### src/rtl/pipe_stage_buf.sv
// -----------------------------------------------------------------------------
// pipe_stage_buf
//
// Small FIFO skid buffer placed between two pipeline stages. It holds up to
// DEPTH stage payloads and hands them downstream in arrival order. A flush
// (branch, jump or trap redirect) empties the buffer and drops the payload
// offered in the same cycle.
//
// Parameters
//   WIDTH  packed stage-payload width in bits
//   DEPTH  number of entries; a power of two from 2 to 16
//
// Ports
//   clk        rising-edge clock
//   resetn     asynchronous active-low reset (clears pointers and count)
//   flush      discard all held and incoming entries at the next edge
//   in_valid   upstream offers in_data
//   in_ready   buffer accepts a payload this cycle
//   in_data    upstream payload
//   out_valid  head entry available
//   out_ready  downstream consumes the head
//   out_data   head payload (don't-care while empty)
//   count      number of occupied entries, 0..DEPTH
// -----------------------------------------------------------------------------
module pipe_stage_buf #(
    parameter int WIDTH = 64,
    parameter int DEPTH = 2
) (
    input  logic                       clk,
    input  logic                       resetn,
    input  logic                       flush,
    input  logic                       in_valid,
    output logic                       in_ready,
    input  logic [WIDTH-1:0]           in_data,
    output logic                       out_valid,
    input  logic                       out_ready,
    output logic [WIDTH-1:0]           out_data,
    output logic [$clog2(DEPTH):0]     count
);

    localparam int AW = $clog2(DEPTH);
    localparam int CW = AW + 1;

    logic [WIDTH-1:0] mem [DEPTH];
    logic [AW-1:0]    wr_ptr;
    logic [AW-1:0]    rd_ptr;
    logic             full;
    logic             push;
    logic             pop;

    // Handshake outputs depend only on occupancy and the opposite side's
    // ready; flush is deliberately kept out so it never forms a comb path
    // into either handshake.
    assign full      = (count == CW'(DEPTH));
    assign in_ready  = !full || out_ready;
    assign out_valid = (count != '0);
    assign out_data  = mem[rd_ptr];

    assign push = in_valid && in_ready && !flush;
    assign pop  = out_valid && out_ready && !flush;

    // NOTE: the payload array has no reset; only pointers and count define
    // which entries are live, so clearing storage would buy nothing.
    // When full and popped in the same cycle, wr_ptr equals rd_ptr: the new
    // entry overwrites the departing head, which is safe because the read of
    // the old head and the write both resolve at the same edge.
    always_ff @(posedge clk) begin
        if (push) begin
            mem[wr_ptr] <= in_data;
        end
    end

    // NOTE: sequential state uses non-blocking assignments so every register
    // samples pre-edge values regardless of statement order.
    // Pointers are power-of-two wide, so the increment wraps DEPTH-1 -> 0.
    always_ff @(posedge clk or negedge resetn) begin
        if (!resetn) begin
            wr_ptr <= '0;
            rd_ptr <= '0;
            count  <= '0;
        end else if (flush) begin
            wr_ptr <= '0;
            rd_ptr <= '0;
            count  <= '0;
        end else begin
            if (push) begin
                wr_ptr <= wr_ptr + AW'(1);
            end
            if (pop) begin
                rd_ptr <= rd_ptr + AW'(1);
            end
            unique case ({push, pop})
                2'b10:   count <= count + CW'(1);
                2'b01:   count <= count - CW'(1);
                default: count <= count;
            endcase
        end
    end

endmodule

### config.mk
export PLATFORM = sky130hd
export DESIGN_NAME = pipe_stage_buf
export DESIGN_NICKNAME = d
export VERILOG_FILES = /design/src/rtl/pipe_stage_buf.sv
export SDC_FILE = /design/constraint.sdc
export NUM_CORES = 1
export LEC_CHECK = 0
export CAP_MARGIN = 5
export CORE_MARGIN = 2
export CORE_UTILIZATION = 43
export DETAILED_ROUTE_END_ITERATION = 16
export GPL_TIMING_DRIVEN = 0
export MAX_ROUTING_LAYER = met4
export PLACE_DENSITY = 0.76
export SYNTH_ARGS = -nofsm -noshare
export SYNTH_HDL_FRONTEND = slang
export SYNTH_SLANG_ARGS = --single-unit
### constraint.sdc
create_clock -name clk -period 5.78 [get_ports clk]
set_input_delay 1.445 -clock clk [delete_from_list [all_inputs] [get_ports clk]]
set_output_delay 1.445 -clock clk [all_outputs]
set_load 0.005 [all_outputs]
### Word-level counts from Yosys, hierarchy flattened

Memory sizes are Yosys's and may differ from the RTL's.
Cells that the tools add are included.

| word-level totals | value |
|---|---|
| memories | 1 |
| flip-flop bits (word level) | 4 |
| memory bits (writable) | 128 |
| latch bits | 0 |
| word-level logic and storage cells | 30 |
| bits in read-only memories | 0 |

Memories:

| memory | depth | width | rd ports | clocked after Yosys merged registers in | wr ports | RTL line | text |
|---|---|---|---|---|---|---|---|
| mem | 2 | 64 | 1 | 0 | 1 | 44 | `logic [WIDTH-1:0] mem [DEPTH];` |

| cells by class | value |
|---|---|
| shifts and indexed selects | 0 |
| muxes and demuxes | 8 |
| bitwise logic cells | 0 |
| $mul | 0 |
| equality and inequality tests | 3 |
| divide/modulo/power cells | 0 |
| add/subtract/negate cells | 4 |
| $lt $le $gt $ge | 0 |
| reduce and logical (&&, ||, !) cells | 11 |

Operator list:

| cell | number |
|---|---|
| $mux 1 | 6 |
| $reduce_bool 2->1 | 3 |
| $eq 2x2->1 const B | 2 |
| $logic_and 1x1->1 | 4 |
| $pmux 2 s2 | 1 |
| $reduce_bool 3->1 | 1 |
| $add 1x1->1 const B | 2 |
| $add 2x1->2 const B | 1 |
| $eq 2x1->1 const B | 1 |
| $logic_not 1->1 | 2 |
| $mux 2 | 1 |
| $sub 2x1->2 const B | 1 |
| $logic_or 1x1->1 | 1 |

### Longest topological paths before layout

| depth | value |
|---|---|
| depth in word-level cells | 8 |
| depth in mapped cells | 3 |
| mapped depth without buffers | 3 |

### Least setup slack after synthesis

Ideal clock, no wire load.

| timing | value |
|---|---|
| path kind | input -> register |
| start point | input out_ready |
| end point | memory mem[1][0], enable pin |
| library setup time | 0.578 ns |
| required time | 5.202 ns |
| path buffers | 0 |
| cell stages on the path | 3 |
| data arrival time | 6.286 ns |
| setup slack | -1.084 ns |
| cell sequence | or3b_4 -> nand2_4 -> nor3b_1 |

| between the ends | value |
|---|---|
| word-level cells in the longest chain between the ends | 5 |

RTL lines:

| item | RTL line | text |
|---|---|---|
| from (decl) | 36 | `input logic out_ready,` |
| $logic_or 1x1->1 | 55 | `assign in_ready = !full \|\| out_ready;` |
| $logic_and 1x1->1 (2 in series) | 59 | `assign push = in_valid && in_ready && !flush;` |
| $mux 1 | 68 | `if (push) begin` |
| $mux 1 (not written as such) | 69 | `mem[wr_ptr] <= in_data;` |
| to (decl) | 44 |  |

Every way passes these cells.

### Final worst setup path

| timing | value |
|---|---|
| start point | input out_ready |
| end point | output in_ready |

| between the ends | value |
|---|---|
| word-level cells in the longest chain between the ends | 1 |

RTL lines:

| item | RTL line | text |
|---|---|---|
| $logic_or 1x1->1 | 55 |  |
| to (decl) | 33 | `output logic in_ready,` |

Every way passes these cells.

==> impl_metrics.env <==
export IMPL_drtAntennaViolNets=0
export IMPL_dr_total_vias=2588
export IMPL_post_place_ws_ns=1.50
export IMPL_dieHeight_um=110
export IMPL_hpwl_mm=5.85
export IMPL_wl_per_cell_um=16.2
export IMPL_cpMaxStageDelayCell="clkdlybuf4s50_1"
export IMPL_hold_path_class="flop to flop"
export IMPL_slew_viol_final=0
export IMPL_cts_tree="yes"
export IMPL_finalCoreUtilization=0.651
export IMPL_design_die_area_um2=12100
export IMPL_ys_ff_latch=132
export IMPL_fp_coreArea_um2=10900
export IMPL_vdd_drop_max_mv=0.172
export IMPL_diodes=0
export IMPL_drcViolationCount=0
export IMPL_grt_pass1_wl_mm=12.9
export IMPL_vias_per_cell=4.80
export IMPL_drt_first_pass_iters=4
export IMPL_synth_compound_area_frac=0.00490
export IMPL_tns_ns=0
export IMPL_cts_max_level=4
export IMPL_clkLatencyLatePin_ns=0.41
export IMPL_r2r_cells=4
export IMPL_place_gp_congestion=0.723
export IMPL_critPathLaunchType="primary input"
export IMPL_status="finished clean"
export IMPL_path_cells="clkdlybuf4s50_1 -> or3b_4 -> clkdlybuf4s50_1"
export IMPL_yosys_warnings=0
export IMPL_layout_commonest_cell="clkdlybuf4s50_1"
export IMPL_synthXorXnorAreaFrac=0.00361
export IMPL_clock_fmax_mhz=233
export IMPL_grt_overflow_total=0
export IMPL_maxCapViolCount=0
export IMPL_period_needed_ns=4.29
export IMPL_crit_type="primary input to output pin"
export IMPL_synthCells=225
export IMPL_numCtsBuffers=17
export IMPL_grt_start_max_net_pins=21
export IMPL_finalSetupViolCount=0
export IMPL_postLayoutSetupSlackWorst_ns=1.49
export IMPL_layout_common_cells="clkdlybuf4s50_1, edfxtp_1, mux2_2"
export IMPL_p_leak_uw=0.00243
export IMPL_drive_gt1_frac=0.266
export IMPL_ctsResizeCount=0
export IMPL_whs_ns=0.612
export IMPL_track_usage=0.150
export IMPL_clock_sinks=132
export IMPL_relSlewSlack=0.378
export IMPL_final_net_count=455
export IMPL_drtIter0Drc=79
export IMPL_cellPowerDensity_nw_per_um2=332
export IMPL_num_io_pins=137
export IMPL_antenna_found_initial=0
export IMPL_yosysSeqAreaShare=0.813
export IMPL_endpoint_kind="output pin"
export IMPL_fin_crit_sh=0.742
export IMPL_cp_max_fo=6
export IMPL_worst_pin_slew_ns=0.931
export IMPL_synth_top_family_by_area="multiplexers"
export IMPL_io_buffers=136
export IMPL_clk_pin_slew_worst_paths_ns=0.05
export IMPL_ctsHoldBuffers=0
export IMPL_fillers=813
export IMPL_crit_top_cell="clkdlybuf4s50_1"
export IMPL_syn_area_um2=4850
export IMPL_r2r_end="mem[1][1]$_DFFE_PP_"
export IMPL_worstHoldPathCells=1
export IMPL_avgSynthCellArea_um2=21.6
export IMPL_area_delta_synth_final_pct=46.6
export IMPL_postCtsSetupRepairBufs=0
export IMPL_cts_buffer_depth=2
export IMPL_grt_pass1_vias=2680
export IMPL_min_to="count[0]$_DFFE_PN0P_"
export IMPL_synthAdderAreaFrac=0
export IMPL_rsz0062_at_grt="no"
export IMPL_synthSimpleGateAreaFrac=0.0191
export IMPL_r2r_slack_ns=3.56
export IMPL_hold_violations=0
export IMPL_fin_skew_ns=0.0119
export IMPL_slowest_delay_ns=0.51
export IMPL_wl_mm=8.72
export IMPL_start_util=0.444
export IMPL_die_w_um=110
export IMPL_synth_cell_type_count=22
export IMPL_synth_mux_area_frac=0.152
export IMPL_syn_nets=294
export IMPL_arrival_ns=2.84
export IMPL_min_from="count[0]$_DFFE_PN0P_"
export IMPL_crit_required_ns=4.34
export IMPL_cts_root_buf="clkbuf_16"
export IMPL_rr_startpoint="count[1]$_DFFE_PN0P_"
export IMPL_row_count=38
==> synth_stat cells <==
| master | count | area [µm²] |
|---|---|---|
| buf_2 | 7 | 35.0 |
| dfrtp_1 | 4 | 100 |
| o21ai_0 | 1 | 5.00 |
| nor3_1 | 1 | 5.00 |
| nand2_4 | 1 | 11.3 |
| nor2b_1 | 2 | 12.5 |
| a21oi_1 | 2 | 10.0 |
| inv_1 | 1 | 3.75 |
| a221oi_1 | 1 | 8.76 |
| mux2_2 | 58 | 653 |
| nor4_1 | 1 | 6.26 |
| nand2b_1 | 1 | 6.26 |
| nor2_1 | 3 | 11.3 |
| and3_2 | 1 | 7.51 |
| nor3b_1 | 1 | 7.51 |
| xor2_1 | 2 | 17.5 |
| or3b_4 | 1 | 11.3 |
| mux2_4 | 1 | 15.0 |
| or2_2 | 1 | 6.26 |
| edfxtp_1 | 128 | 3840 |
| mux2_1 | 6 | 67.6 |
| nand3b_1 | 1 | 7.51 |
==> area by class of cell <==
class | count | area [µm²] | area share
Buffer | 7 | 35.0 | 0.00492
Clock buffer | 22 | 454 | 0.0638
Clock inverter | 10 | 109 | 0.0153
Inverter | 1 | 3.75 | 0.000528
Multi-Input combinational cell | 85 | 892 | 0.125
Tap cell | 140 | 175 | 0.0246
Timing Repair Buffer | 142 | 1500 | 0.211
Sequential cell | 132 | 3940 | 0.554
==> power by group <==
group	internal, µW	switching (µW)	leakage (µW)
clock network	642	371	0.000274
registers	1090	9.26	0.00123
logic	162	86.8	0.000928
==> how the worst max path moves through the flow <==
stage              start  slack (ns)                  end
6_report       out_ready        1.49             in_ready
5_1_grt        out_ready        1.46             in_ready
4_1_cts        out_ready        1.50             in_ready
3_5_place_dp   out_ready        1.50             in_ready
3_3_place_gp   out_ready       -0.87  mem[1][8]$_DFFE_PP_
2_1_floorplan  out_ready        1.15  mem[1][0]$_DFFE_PP_
==> flip-flops by register name, summed over array words and instances (netlist names) <==
register and cells:
rd_ptr 1, count 2, wr_ptr 1, mem 128
==> per-stage QoR <==
step	total power, µW	instance area [µm²]	instances
2_1_floorplan	1210	4860	225
3_3_place_gp	1360	6400	501
3_5_place_dp	1370	6550	507
4_1_cts	2380	7110	539
5_1_grt	2450	7110	539
6_report	2360	7110	539
==> layer usage <==
layer | GRT usage | vias up | wire (µm)
met2 | 0.242 | 96 | 4360
met5 | - | - | 0
li1 | - | 1221 | -
met4 | 0.0688 | 0 | 163
met3 | 0.0500 | 12 | 492
met1 | 0.171 | 1259 | 3700
==> worst max-delay path: cells and delay by family <==
family	cells	cell delay, ns
and+or+nand+nor	1	0.44
buffers and inverters	2	0.96
==> kinds of logic after synthesis <==
| group | Yosys count |
|---|---|
| simple gates | 14 |
| mux | 65 |
| xor+xnor | 2 |
| buf+inv | 8 |
| flops | 132 |
| compound gates | 4 |
(Power assumes the default switching activity.)
